`src/rtl/pipeline_hazard_ctrl.sv`:
```
// Hazard and sequencing controller for the 5-stage pipeline: load-use stalls, taken-branch flushes,
// debugger halt/drain FSM. Define HAZARD_STEP_EN to enable single-step from HALTED.
module pipeline_hazard_ctrl #(
    parameter int unsigned CNT_W = 16
) (
    input  logic             clk,
    input  logic             reset,
    input  logic [4:0]       id_rs1_i,
    input  logic [4:0]       id_rs2_i,
    input  logic             id_uses_rs2_i,
    input  logic             idex_memread_i,
    input  logic [4:0]       idex_rd_i,
    input  logic             mem_branch_taken_i,
    input  logic             halt_req_i,
    input  logic             step_req_i,
    output logic             pc_write_o,
    output logic             ifid_write_o,
    output logic             ifid_flush_o,
    output logic             idex_flush_o,
    output logic             exmem_flush_o,
    output logic             halted_o,
    output logic [1:0]       state_o,
    output logic [CNT_W-1:0] stall_cnt_o,
    output logic [CNT_W-1:0] flush_cnt_o
);

    typedef enum logic [1:0] {
        StRun    = 2'd0,
        StDrain  = 2'd1,
        StHalted = 2'd2,
        StStep   = 2'd3
    } state_e;

    state_e           state_q;
    logic [1:0]       drain_q;
    logic             halted_q;
    logic [CNT_W-1:0] stall_q;
    logic [CNT_W-1:0] flush_q;

    logic lu;
    logic issue_state;
    logic stall_ev;
    logic freeze;

`ifndef HAZARD_STEP_EN
    logic unused_step_req;
    assign unused_step_req = step_req_i;
`endif

    assign lu = idex_memread_i && (idex_rd_i != 5'd0) &&
                ((idex_rd_i == id_rs1_i) || (id_uses_rs2_i && (idex_rd_i == id_rs2_i)));

    assign issue_state = (state_q == StRun) || (state_q == StStep);
    // A taken branch squashes the load-use consumer, so no stall is charged.
    assign stall_ev    = lu && issue_state && !mem_branch_taken_i;
    assign freeze      = stall_ev || (state_q == StDrain) || (state_q == StHalted);

    always_comb begin
        pc_write_o    = 1'b1;
        ifid_write_o  = 1'b1;
        ifid_flush_o  = 1'b0;
        idex_flush_o  = 1'b0;
        exmem_flush_o = 1'b0;
        if (reset) begin
            pc_write_o = 1'b1;
        end else if (mem_branch_taken_i) begin
            ifid_flush_o  = 1'b1;
            idex_flush_o  = 1'b1;
            exmem_flush_o = 1'b1;
        end else if (freeze) begin
            pc_write_o   = 1'b0;
            ifid_write_o = 1'b0;
            idex_flush_o = 1'b1;
        end
    end

    always_ff @(posedge clk) begin
        if (reset) begin
            state_q  <= StRun;
            drain_q  <= 2'd0;
            halted_q <= 1'b0;
            stall_q  <= '0;
            flush_q  <= '0;
        end else begin
            if (stall_ev && (stall_q != '1)) stall_q <= stall_q + 1'b1;
            if (mem_branch_taken_i && (flush_q != '1)) flush_q <= flush_q + 1'b1;
            halted_q <= 1'b0;
            unique case (state_q)
                StRun: begin
                    if (halt_req_i) begin
                        state_q <= StDrain;
                        drain_q <= 2'd3;
                    end
                end
                StDrain: begin
                    if (drain_q == 2'd1) begin
                        state_q  <= StHalted;
                        halted_q <= 1'b1;
                    end else begin
                        drain_q <= drain_q - 2'd1;
                    end
                end
                StHalted: begin
                    if (!halt_req_i) state_q <= StRun;
`ifdef HAZARD_STEP_EN
                    else if (step_req_i) state_q <= StStep;
`endif
                    else halted_q <= 1'b1;
                end
                StStep: begin
                    // Hold STEP until the stepped instruction actually issues.
                    if (!stall_ev) begin
                        state_q <= StDrain;
                        drain_q <= 2'd3;
                    end
                end
            endcase
        end
    end

    assign halted_o    = halted_q && !reset;
    assign state_o     = state_q;
    assign stall_cnt_o = stall_q;
    assign flush_cnt_o = flush_q;

endmodule

```
`config.mk`:
```
export PLATFORM = sky130hd
export DESIGN_NAME = pipeline_hazard_ctrl
export DESIGN_NICKNAME = d
export VERILOG_FILES = /design/src/rtl/pipeline_hazard_ctrl.sv
export SDC_FILE = /design/constraint.sdc
export NUM_CORES = 1
export LEC_CHECK = 0
export CAP_MARGIN = 20
export CORE_ASPECT_RATIO = 2
export CORE_UTILIZATION = 38
export DETAILED_ROUTE_END_ITERATION = 7
export PLACE_DENSITY_LB_ADDON = 0.3
export SYNTH_ARGS = -nofsm -noshare
export SYNTH_HDL_FRONTEND = slang
export SYNTH_SLANG_ARGS = --single-unit
```
`constraint.sdc`:
```
create_clock -name clk -period 2.8 [get_ports clk]
set_clock_uncertainty 0.2 [all_clocks]
set_input_delay 0.42 -clock clk [delete_from_list [all_inputs] [get_ports clk]]
set_output_delay 0.42 -clock clk [all_outputs]
set_load 0.01 [all_outputs]
```
==> results.json <==
{
  "status": "finished, final reports clean",
  "io_buffers": 60,
  "post-route-period-util": 0.9569,
  "synth_simple_gate_area_share": 0.3091,
  "drt-pass1-iter-count": 4,
  "final.min_clock_period_ns": 2.679,
  "synth_cell_area_um2": 1999,
  "power.static_leakage_nw": 1.071,
  "reg_clk_slew_reported_paths_ns": 0.07,
  "cp.buffers_inverters": 3,
  "synth_xor_xnor_area_share": 0.1446,
  "vias": 1951,
  "timing.critical_path.from": "idex_rd_i[1]",
  "synth_top_cells_by_count": "42 x sky130_fd_sc_hd__nor2_1, 37 x sky130_fd_sc_hd__dfxtp_1, 23 x sky130_fd_sc_hd__nand2_1, 22 x sky130_fd_sc_hd__nand3_1, 17 x sky130_fd_sc_hd__xor2_1",
  "post_synth_inst_count": 244,
  "synth_edf_count": 0,
  "power.clock.fraction": 0.280,
  "worstPathCellList": "clkdlybuf4s50_1, or4_4, o211ai_2, inv_2, nand2_1, a31oi_1, clkdlybuf4s15_1",
  "rows": 37,
  "core_area_um2": 5092,
  "finish.net_count": 350,
  "detail_route.vias_per_cell": 5.148,
  "synth_top_cells_by_area": "sky130_fd_sc_hd__dfxtp_1 37%, sky130_fd_sc_hd__nor2_1 7.9%, sky130_fd_sc_hd__xor2_1 7.4%, sky130_fd_sc_hd__xnor2_1 7.0%, sky130_fd_sc_hd__nand3_1 5.5%",
  "synth_top_flop_cell": "sky130_fd_sc_hd__dfxtp_1",
  "n_antenna_cell": 0,
  "maxSlewViolCount": 0,
  "detail_route.drc_violations": 0,
  "synth_mux_area_frac": 0.02065,
  "worstPathMaxFanout": 2,
  "cpLargestDelayFamily": "buffers and inverters",
  "synth_seq_area_share": 0.3705,
  "grt.overflow.total": 0,
  "wl_per_cell_um": 13.33,
  "clk-insertion-delay-late_ns": 0.29,
  "area.growth.synth_to_final_pct": 43.05,
  "final_hold_viol_count": 0,
  "cts_sinks": 37,
  "floorplan.initialDensity": 0.3926,
  "post-route-util": 0.5617,
  "floorplan.die.width_um": 53.29,
  "post-synth-top-area-cell": "sky130_fd_sc_hd__dfxtp_1",
  "required_ns": 2.18,
  "synth_most_common_cell": "sky130_fd_sc_hd__nor2_1",
  "max_slew.worst_pin.slew_ns": 0.6658,
  "n_fill_cell": 476,
  "cts_tree": "done",
  "io_pins": 62,
  "cellInternalPower_mw": 0.9448,
  "detail_route.wirelength_um": 5051,
  "achievable-frequency_ghz": 0.3732,
  "power.net_switching_mw": 0.3807,
  "pwr-share-seq": 0.435,
  "power-per-cell-area_nw_per_um2": 463.4,
  "yosysWarnings": 0,
  "startpoint_of_the_lowest_slack_hold_path": "drain_q[1]$_SDFFE_PP0P_",
  "first_pass_grt_wire_length_um": 8238,
  "design.die.area_um2": 5573,
  "multiInputGateArea_um2": 1212,
  "vdd_drop_max_uv": 390.9,
  "worst_flop_to_flop_path_startpoint": "state_o[1]$_SDFFE_PP0P_",
  "timing.critical_path.slowest_stage_cell": "sky130_fd_sc_hd__or4_4",
  "grt_pass1_vias": 1935,
  "unrepaired_setup_endpoints_after_global_routing": "no",
  "clock_buffers_created_by_tritoncts": 5,
  "synth_compound_gate_area_share": 0.07885,
  "drv_cap": 0,
  "syn_area_per_cell_um2": 8.194,
  "timing.critical_path.to_type": "output port",
  "drt_first_iter_violations": 56,
  "totalNegativeSetupSlack_ns": 0,
  "cts_root_buf": "sky130_fd_sc_hd__clkbuf_8",
  "report.final.setup_viol": 0,
  "floorplan.die.height_um": 104.6,
  "power.switching_fraction": 0.2872,
  "area.sequential_um2": 740.7,
  "route.antenna.remaining_nets": 0,
  "synth_top_family_by_area": "simple AND/OR/NAND/NOR gates",
  "power_frac_comb": 0.285,
  "final_layout_size_suffix_gt1_frac": 0.1121,
  "slew_headroom": 0.5520,
  "worstPathArrival_ns": 2.06,
  "detailed_place_hpwl_um": 3911,
  "antenna_found_initial": 0,
  "globalRouteTotalUtil": 0.1992,
  "mappedNetlistNets": 273,
  "ys_types": 40,
  "yosysTopAreaCellShare": 0.3705,
  "hold_path.class": "reg2reg",
  "holdBufCountCts": 0,
  "worstSetupStartpointType": "input port",
  "synthesized_flop_and_latch_total": 37,
  "maximum_number_of_pins_on_one_net_before_global_route_repair": 26,
  "synth-adder-area-share": 0.04380,
  "place_congestion": 0.7806,
  "clock_path_buffers": 2,
  "timing_worst_setup_path_type": "in2out",
  "postSynth.asyncResetShare": 0,
  "cts_htree_levels": 2,
  "largest_stage_delay_on_the_critical_path_ns": 0.54
}
power groups by stage:
stage | combinational, mW | clock, mW | sequential, mW
after floorplan | 0.203 | 0 | 0.590
after global placement | 0.367 | 0 | 0.587
after detailed placement | 0.375 | 0 | 0.588
after CTS | 0.375 | 0.386 | 0.576
after global routing | 0.415 | 0.406 | 0.579
final | 0.377 | 0.371 | 0.577
per-stage QoR:
step                area [um2]  std cells  total power, mW  worst slack (ns)  hold WS (ns)
finish                    2860        379            1.326            0.1206        0.2849
global route              2860        379            1.399           0.02655        0.3055
CTS                       2848        379            1.336           0.04921        0.2845
detailed placement        2758        371           0.9633           -0.2210        0.2742
global placement          2758        371           0.9539           -0.2166        0.2626
floorplan                 1999        244           0.7932            0.3215        0.2482
worst min-delay path: stages (launching register included):
cell and delay [ns]:
sky130_fd_sc_hd__dfxtp_1 0.30, sky130_fd_sc_hd__inv_1 0.07, sky130_fd_sc_hd__o31ai_1 0.07
cell usage in the layout, fill, tap and decap left out, types with 4 or more instances in the layout:
cell type                          n
sky130_fd_sc_hd__clkdlybuf4s50_1  57
sky130_fd_sc_hd__nor2_1           42
sky130_fd_sc_hd__dfxtp_1          37
sky130_fd_sc_hd__nand2_1          23
sky130_fd_sc_hd__nand3_1          22
sky130_fd_sc_hd__xor2_1           17
sky130_fd_sc_hd__buf_4            17
sky130_fd_sc_hd__xnor2_1          16
sky130_fd_sc_hd__nand4_1           9
sky130_fd_sc_hd__inv_1             7
sky130_fd_sc_hd__ha_1              7
sky130_fd_sc_hd__a21oi_1           6
sky130_fd_sc_hd__clkbuf_8          6
sky130_fd_sc_hd__and3_1            5
sky130_fd_sc_hd__nor3_1            5
sky130_fd_sc_hd__or4_1             4
registers in the layout, summed over array words and instances, names as in the netlist:
| signal | cells |
|---|---|
| drain_q | 2 |
| halted_q | 1 |
| stall_cnt_o | 16 |
| state_o | 2 |
| flush_cnt_o | 16 |
cell type report:
| cell class | instances | share of cell area |
|---|---|---|
| Inverter | 8 | 0.01050 |
| Sequential cell | 37 | 0.2590 |
| Timing Repair Buffer | 77 | 0.2511 |
| Multi-Input combinational cell | 192 | 0.4239 |
| Tap cell | 58 | 0.02537 |
| Clock buffer | 7 | 0.03018 |
logic make-up after synthesis:
group,Yosys count
buf+inv,15
fa+ha+maj,7
compound gates,21
simple gates,127
xor+xnor,33
mux,4
flops,37
worst paths after layout:
path                                                endpoint  slack (ns)  depth (start not counted)
worst min register to register       drain_q[1]$_SDFFE_PP0P_        0.28                          2
worst min-delay path                 drain_q[1]$_SDFFE_PP0P_        0.28                          2
worst max-delay path                            idex_flush_o        0.12                          7
worst max register to register  stall_cnt_o[14]$_SDFFE_PP0P_        0.21                         10
repair_timing:
item | CTS | global route
gates resized for setup | 3 | 8
endpoints found under the setup margin | 3 | 4
pin swaps | 0 | 1
setup buffers | 1 | 0
metal layers:
metal  track usage  part of all wire  vias up
li1              -                 -      992
met1        0.1800              0.35      897
met2        0.3884              0.57       57
met3       0.04949             0.067        5
met4       0.06767             0.015        0
met5             0                 0        -
Power figures use the tool's default switching activity.
